--- src/rtl/persp_div_pkg.sv ---
// persp_div_pkg: shared state encoding, vector type and collector sizing for persp_div_issuer
package persp_div_pkg;
  localparam int VEC_W = 21;
  localparam int IDX_W = 2;
  typedef enum logic [2:0] {DRAIN, IDLE, ISS_X, ISS_Y, ISS_Z} state_t;
  typedef struct packed {
    logic [VEC_W-1:0] x;
    logic [VEC_W-1:0] y;
    logic [VEC_W-1:0] z;
  } vec3_t;
endpackage

--- src/rtl/persp_div_fifo.sv ---
// persp_div_fifo: first-word-fall-through result FIFO of vec3_t, depth DEPTH
// Ports: clk, rst (sync, active-high); push/din write; pop/dout read head; count = entries held.
// With PERSP_DIVZERO_DETECT_EN a divide-by-zero flag (din_dz/dout_dz) travels with each entry.
module persp_div_fifo
  import persp_div_pkg::*;
#(
  parameter int DEPTH = 4,
  parameter int CW = $clog2(DEPTH + 1)
) (
  input  logic          clk,
  input  logic          rst,
  input  logic          push,
  input  vec3_t         din,
  input  logic          pop,
  output vec3_t         dout,
  output logic [CW-1:0] count
`ifdef PERSP_DIVZERO_DETECT_EN
  ,
  input  logic          din_dz,
  output logic          dout_dz
`endif
);
  localparam int PW = DEPTH > 1 ? $clog2(DEPTH) : 1;
  vec3_t mem [DEPTH];
  logic [PW-1:0] wr, rd;
  logic do_pop;
  assign do_pop = pop && count != '0;
  assign dout = mem[rd];
  always_ff @(posedge clk) begin
    if (rst) begin
      wr <= '0;
      rd <= '0;
      count <= '0;
      for (int i = 0; i < DEPTH; i++) mem[i] <= '0;
    end else begin
      if (push) begin
        mem[wr] <= din;
        wr <= wr == PW'(DEPTH - 1) ? '0 : wr + 1'b1;
      end
      if (do_pop) rd <= rd == PW'(DEPTH - 1) ? '0 : rd + 1'b1;
      count <= count + CW'(push) - CW'(do_pop);
    end
  end
`ifdef PERSP_DIVZERO_DETECT_EN
  logic [DEPTH-1:0] dzm;
  assign dout_dz = dzm[rd];
  always_ff @(posedge clk) begin
    if (rst) dzm <= '0;
    else if (push) dzm[wr] <= din_dz;
  end
`endif
  // Issue credit keeps pushes from ever landing on a full FIFO.
  assert property (@(posedge clk) disable iff (rst) push |-> (count != CW'(DEPTH) || do_pop));
endmodule

--- src/rtl/persp_div_issuer.sv ---
// persp_div_issuer: issues x/w, y/w, z/w to the divider per vertex and regroups quotients into vectors
// Ports: clk, rst (sync, active-high); in_valid/in_ready/in_x..in_w vertex in; open/dividend/divisor
// divide request; finish/quotient divide result; out_valid/out_ready/out_x..out_z vectors out;
// err_unexpected sticky stray-finish flag. PERSP_DIVZERO_DETECT_EN adds out_divzero and forces
// all-ones quotients for w==0 vertices.
module persp_div_issuer
  import persp_div_pkg::*;
#(
  parameter int W = 21,
  parameter int MAX_INFLIGHT = 4,
  parameter int DIV_LATENCY = 25
) (
  input  logic         clk,
  input  logic         rst,
  input  logic         in_valid,
  output logic         in_ready,
  input  logic [W-1:0] in_x,
  input  logic [W-1:0] in_y,
  input  logic [W-1:0] in_z,
  input  logic [W-1:0] in_w,
  output logic         open,
  output logic [W-1:0] dividend,
  output logic [W-1:0] divisor,
  input  logic         finish,
  input  logic [W-1:0] quotient,
  output logic         out_valid,
  input  logic         out_ready,
  output logic [W-1:0] out_x,
  output logic [W-1:0] out_y,
  output logic [W-1:0] out_z,
  output logic         err_unexpected
`ifdef PERSP_DIVZERO_DETECT_EN
  ,
  output logic         out_divzero
`endif
);
  localparam int CW = $clog2(MAX_INFLIGHT + 1);
  localparam int DW = $clog2(DIV_LATENCY + 2);
  state_t state;
  logic [DW-1:0] cnt;
  logic [W-1:0] y_reg, z_reg, x_hold, y_hold;
  logic [IDX_W-1:0] idx;
  logic [CW-1:0] inflight, count;
  logic accept, take, push;
  vec3_t head;
  // Credit covers both vectors still in the divider and vectors parked in the FIFO.
  assign in_ready = state == IDLE && ({1'b0, count} + {1'b0, inflight}) < (CW + 1)'(MAX_INFLIGHT);
  assign accept = in_valid && in_ready;
  assign take = finish && state != DRAIN && inflight != '0;
  assign push = take && idx == IDX_W'(2);
  assign out_valid = count != '0;
  always_ff @(posedge clk) begin
    if (rst) begin
      state <= DRAIN;
      cnt <= '0;
      open <= 1'b0;
      dividend <= '0;
      divisor <= '0;
      y_reg <= '0;
      z_reg <= '0;
      x_hold <= '0;
      y_hold <= '0;
      idx <= '0;
      inflight <= '0;
      err_unexpected <= 1'b0;
    end else begin
      case (state)
        // Results of divides issued before reset still emerge; swallow them here.
        DRAIN: begin
          cnt <= cnt + 1'b1;
          if (cnt == DW'(DIV_LATENCY + 1)) state <= IDLE;
        end
        IDLE: if (accept) begin
          state <= ISS_X;
          open <= 1'b1;
          dividend <= in_x;
          divisor <= in_w;
          y_reg <= in_y;
          z_reg <= in_z;
        end
        ISS_X: begin
          state <= ISS_Y;
          dividend <= y_reg;
        end
        ISS_Y: begin
          state <= ISS_Z;
          dividend <= z_reg;
        end
        default: begin
          state <= IDLE;
          open <= 1'b0;
        end
      endcase
      inflight <= inflight + CW'(accept) - CW'(push);
      if (take) begin
        idx <= push ? '0 : idx + 1'b1;
        if (idx == '0) x_hold <= quotient;
        if (idx == IDX_W'(1)) y_hold <= quotient;
      end
      if (finish && state != DRAIN && inflight == '0) err_unexpected <= 1'b1;
    end
  end
`ifdef PERSP_DIVZERO_DETECT_EN
  // Oldest in-flight vector's flag sits in bit 0; new flags land just past the survivors.
  logic [(1<<CW)-1:0] dz_q, dz_n;
  logic dz_head;
  always_comb begin
    dz_n = push ? dz_q >> 1 : dz_q;
    if (accept) dz_n[inflight - CW'(push)] = in_w == '0;
  end
  always_ff @(posedge clk) begin
    if (rst) dz_q <= '0;
    else dz_q <= dz_n;
  end
  persp_div_fifo #(.DEPTH(MAX_INFLIGHT)) fifo (
    .clk(clk), .rst(rst), .push(push), .din('{x_hold, y_hold, quotient}),
    .pop(out_ready), .dout(head), .count(count), .din_dz(dz_q[0]), .dout_dz(dz_head)
  );
  assign out_divzero = out_valid && dz_head;
  assign out_x = dz_head ? '1 : head.x;
  assign out_y = dz_head ? '1 : head.y;
  assign out_z = dz_head ? '1 : head.z;
`else
  persp_div_fifo #(.DEPTH(MAX_INFLIGHT)) fifo (
    .clk(clk), .rst(rst), .push(push), .din('{x_hold, y_hold, quotient}),
    .pop(out_ready), .dout(head), .count(count)
  );
  assign out_x = head.x;
  assign out_y = head.y;
  assign out_z = head.z;
`endif
endmodule
--- config.mk ---
export PLATFORM = sky130hd
export DESIGN_NAME = persp_div_issuer
export DESIGN_NICKNAME = d
export VERILOG_FILES = /design/src/rtl/persp_div_pkg.sv /design/src/rtl/persp_div_fifo.sv /design/src/rtl/persp_div_issuer.sv
export SDC_FILE = /design/constraint.sdc
export NUM_CORES = 1
export LEC_CHECK = 0
export CAP_MARGIN = 10
export CORE_ASPECT_RATIO = 1.4
export CORE_MARGIN = 5
export CORE_UTILIZATION = 45
export CTS_CLUSTER_SIZE = 12
export DETAILED_ROUTE_END_ITERATION = 6
export PLACE_DENSITY = 0.7
export SETUP_SLACK_MARGIN = 0.4
export SLEW_MARGIN = 20
export SYNTH_ARGS = -nofsm -noshare
export SYNTH_HDL_FRONTEND = slang
export SYNTH_SLANG_ARGS = --single-unit
export TNS_END_PERCENT = 30
--- constraint.sdc ---
create_clock -name clk -period 4.1 [get_ports clk]
set_input_delay 1.23 -clock clk [delete_from_list [all_inputs] [get_ports clk]]
set_output_delay 1.23 -clock clk [all_outputs]
set_load 0.01 [all_outputs]
==> summary.txt <==
RSZ-0062 raised after global routing -> false
Seq cells post-synth -> 402
Initial detailed-routing violation count -> 580
Status -> finished clean
Chip height -> 238 um
FF-to-FF setup slack -> 1.47 ns
Avg WL per Cell -> 20.0 um
Prevailing post-synth register cell -> edfxtp_1
Max Root-Sink Buffers -> 3
Hold crit path type -> reg -> reg
I/O pin count -> 219
Die Wd -> 173 um
Leakage power -> 7.04 nW
CTS tree -> done
CP Class -> reg -> out
Core outline area -> 36800 um2
Row count -> 83
Final ANT Viol Nets -> 0
GPL Wtd Cong -> 0.760
Largest register FFs -> 252
Largest net degree at the start of global routing -> 88
Post-route worst setup slack -> 0.515 ns
Mapped cell area -> 16700 um2
Sequential-to-total area share from yosys stat -> 0.632
Total power -> 0.00940 W
Most common cell after layout, fill and taps aside -> nand2_1
Ranking of synthesized cells by area -> edfxtp_1 (45%), dfxtp_1 (18%), and2_1 (9.4%)
Crit end category -> output pin
Die Area -> 41200 um2
Clock slew at reported path FFs -> 0.06 ns
Crit Path Max Fanout -> 29
Global route overflow -> 0
H-tree Lvls -> 2
Final TNS setup -> 0 ns
Worst EP required -> 2.87 ns
Dpl ws -> 0.615 ns
CTS Buf Count -> 41
Post-Syn Area per Cell -> 12.5 um2
Mapped Nets -> 1466
Max Cap Viol -> 0
Fill count -> 3079
Clock Tree Root -> clkbuf_16
First-pass GRT wire length -> 63.0 mm
CP arrival -> 2.36 ns
YS warnings -> 0
Via count -> 10700
Share of cells above drive strength 1 -> 0.102
FFs w/ async S/R, synth -> 0
Setup Skew -> 0.0124 ns
GR Util All Layers -> 0.194
Hpwl dp -> 24.7 mm
Startpoint types -> flip-flop
Yosys cell types -> 39
Clock Sinks -> 402
Max transition margin -> 0.390
Actual slew at the worst max-slew pin -> 0.915 ns
Slowest stage delay, CP -> 0.59 ns
Detailed-route DRC error count -> 0
Mapped Cells -> 1341
Clk_lat worst skew -> 0.55 ns
Post-synth EDFFs -> 252
Power Density -> 456 nW/um2
Endpoints failing setup -> 0
Tmin final -> 3.59 ns
Largest area contributor in the netlist -> edfxtp_1
Via density -> 5.27
Final hold vios -> 0
Fin util -> 0.561
Commonest non-fill, non-tap cells in the layout -> nand2_1 (262), and2_1 (252), edfxtp_1 (252), clkdlybuf4s50_1 (217), dfxtp_1 (148)
Crit-path slowest cell -> mux4_2
Diodes inserted -> 0
Max Clk Rate -> 0.279 GHz
Final Cycle Share -> 0.875
Fin nets -> 1663
First-pass detailed-route iteration total -> 5
Top reg by flops -> fifo.mem
Yosys top cell area share -> 0.453
Area growth syn-to-layout -> 23.4%
Final wirelength -> 40.7 mm
CP cell instances -> buf_12 -> mux4_2 -> clkdlybuf4s50_1
Max-slew violation count -> 0
Initial Util -> 0.455
Number of antenna violations at the first check in global routing -> 5
Maximum vdd drop -> 0.302 mV
Vias in the first global route -> 11400
PortBufs -> 218
worst max-delay path: cells and delay by family (launching register included):
family / cells / cell delay [ns]
multiplexers: 1 / 0.59
buffers and inverters: 2 / 0.79
flip-flops: 1 / 0.42
kinds of logic after synthesis:
group,share of synthesized area
and+or+nand+nor,0.172
DFF,0.632
AOI/OAI and AO/OA,0.0527
buffers and inverters,0.0293
muxes,0.0980
adders and majority gates,0.0121
xor gates and xnor gates,0.00419
path summary, 6_finish.rpt:
path	to	cells after the start	startpoint
max reg2reg	inflight[2]	12	inflight[2]
min	dividend[7]	2	dividend[7]
min reg2reg	dividend[7]	2	dividend[7]
max	out_y[3]	3	flip-flop
layer usage:
| layer | part of all wire | global-route usage |
|---|---|---|
| met5 | 0.0017 | 0 |
| met4 | 0.024 | 0.0540 |
| met1 | 0.37 | 0.213 |
| met3 | 0.082 | 0.0593 |
| met2 | 0.52 | 0.362 |
area by class of cell:
type	instances	area, um2	area share
Clock inverter	6	86.3	0.00419
Sequential cell	402	10600	0.513
Inverter	12	45.0	0.00218
Multi-Input combinational cell	833	5690	0.276
Clock buffer	67	1150	0.0558
Timing Repair Buffer	248	2490	0.121
Tap cell	467	584	0.0283
power by group:
group	total (W)	switching, W	internal (W)
Combinational	0.00141	0.000613	0.000795
Sequential	0.00448	0.0000572	0.00442
Clock	0.00352	0.00153	0.00199
synthesized netlist by cell type (all sizes together), types with 12 or more instances:
master / count
and2: 252
o211ai: 21
buf: 24
ha: 13
dfxtp: 150
a21oi: 133
mux4: 63
clkbuf: 70
nand2: 262
edfxtp: 252
nor2: 12
mux2i: 22
inv: 12
through the flow:
stage | cells | cell area (um2) | hold WS [ns]
after detailed placement | 1959 | 19400 | 0.445
after floorplan | 1341 | 16700 | 0.436
after CTS | 2035 | 20600 | 0.453
after global routing | 2035 | 20600 | 0.471
final | 2035 | 20600 | 0.451
after global placement | 1959 | 19400 | 0.438
repair_timing:
action                     CTS  global route
hold buffers                 0             0
buffers inserted             3             0
resized for setup            0             1
setup endpoints to repair   48             1
cloned                       0             0
pin swaps                    0             0
Note: power is estimated with default switching activity, not from simulation.
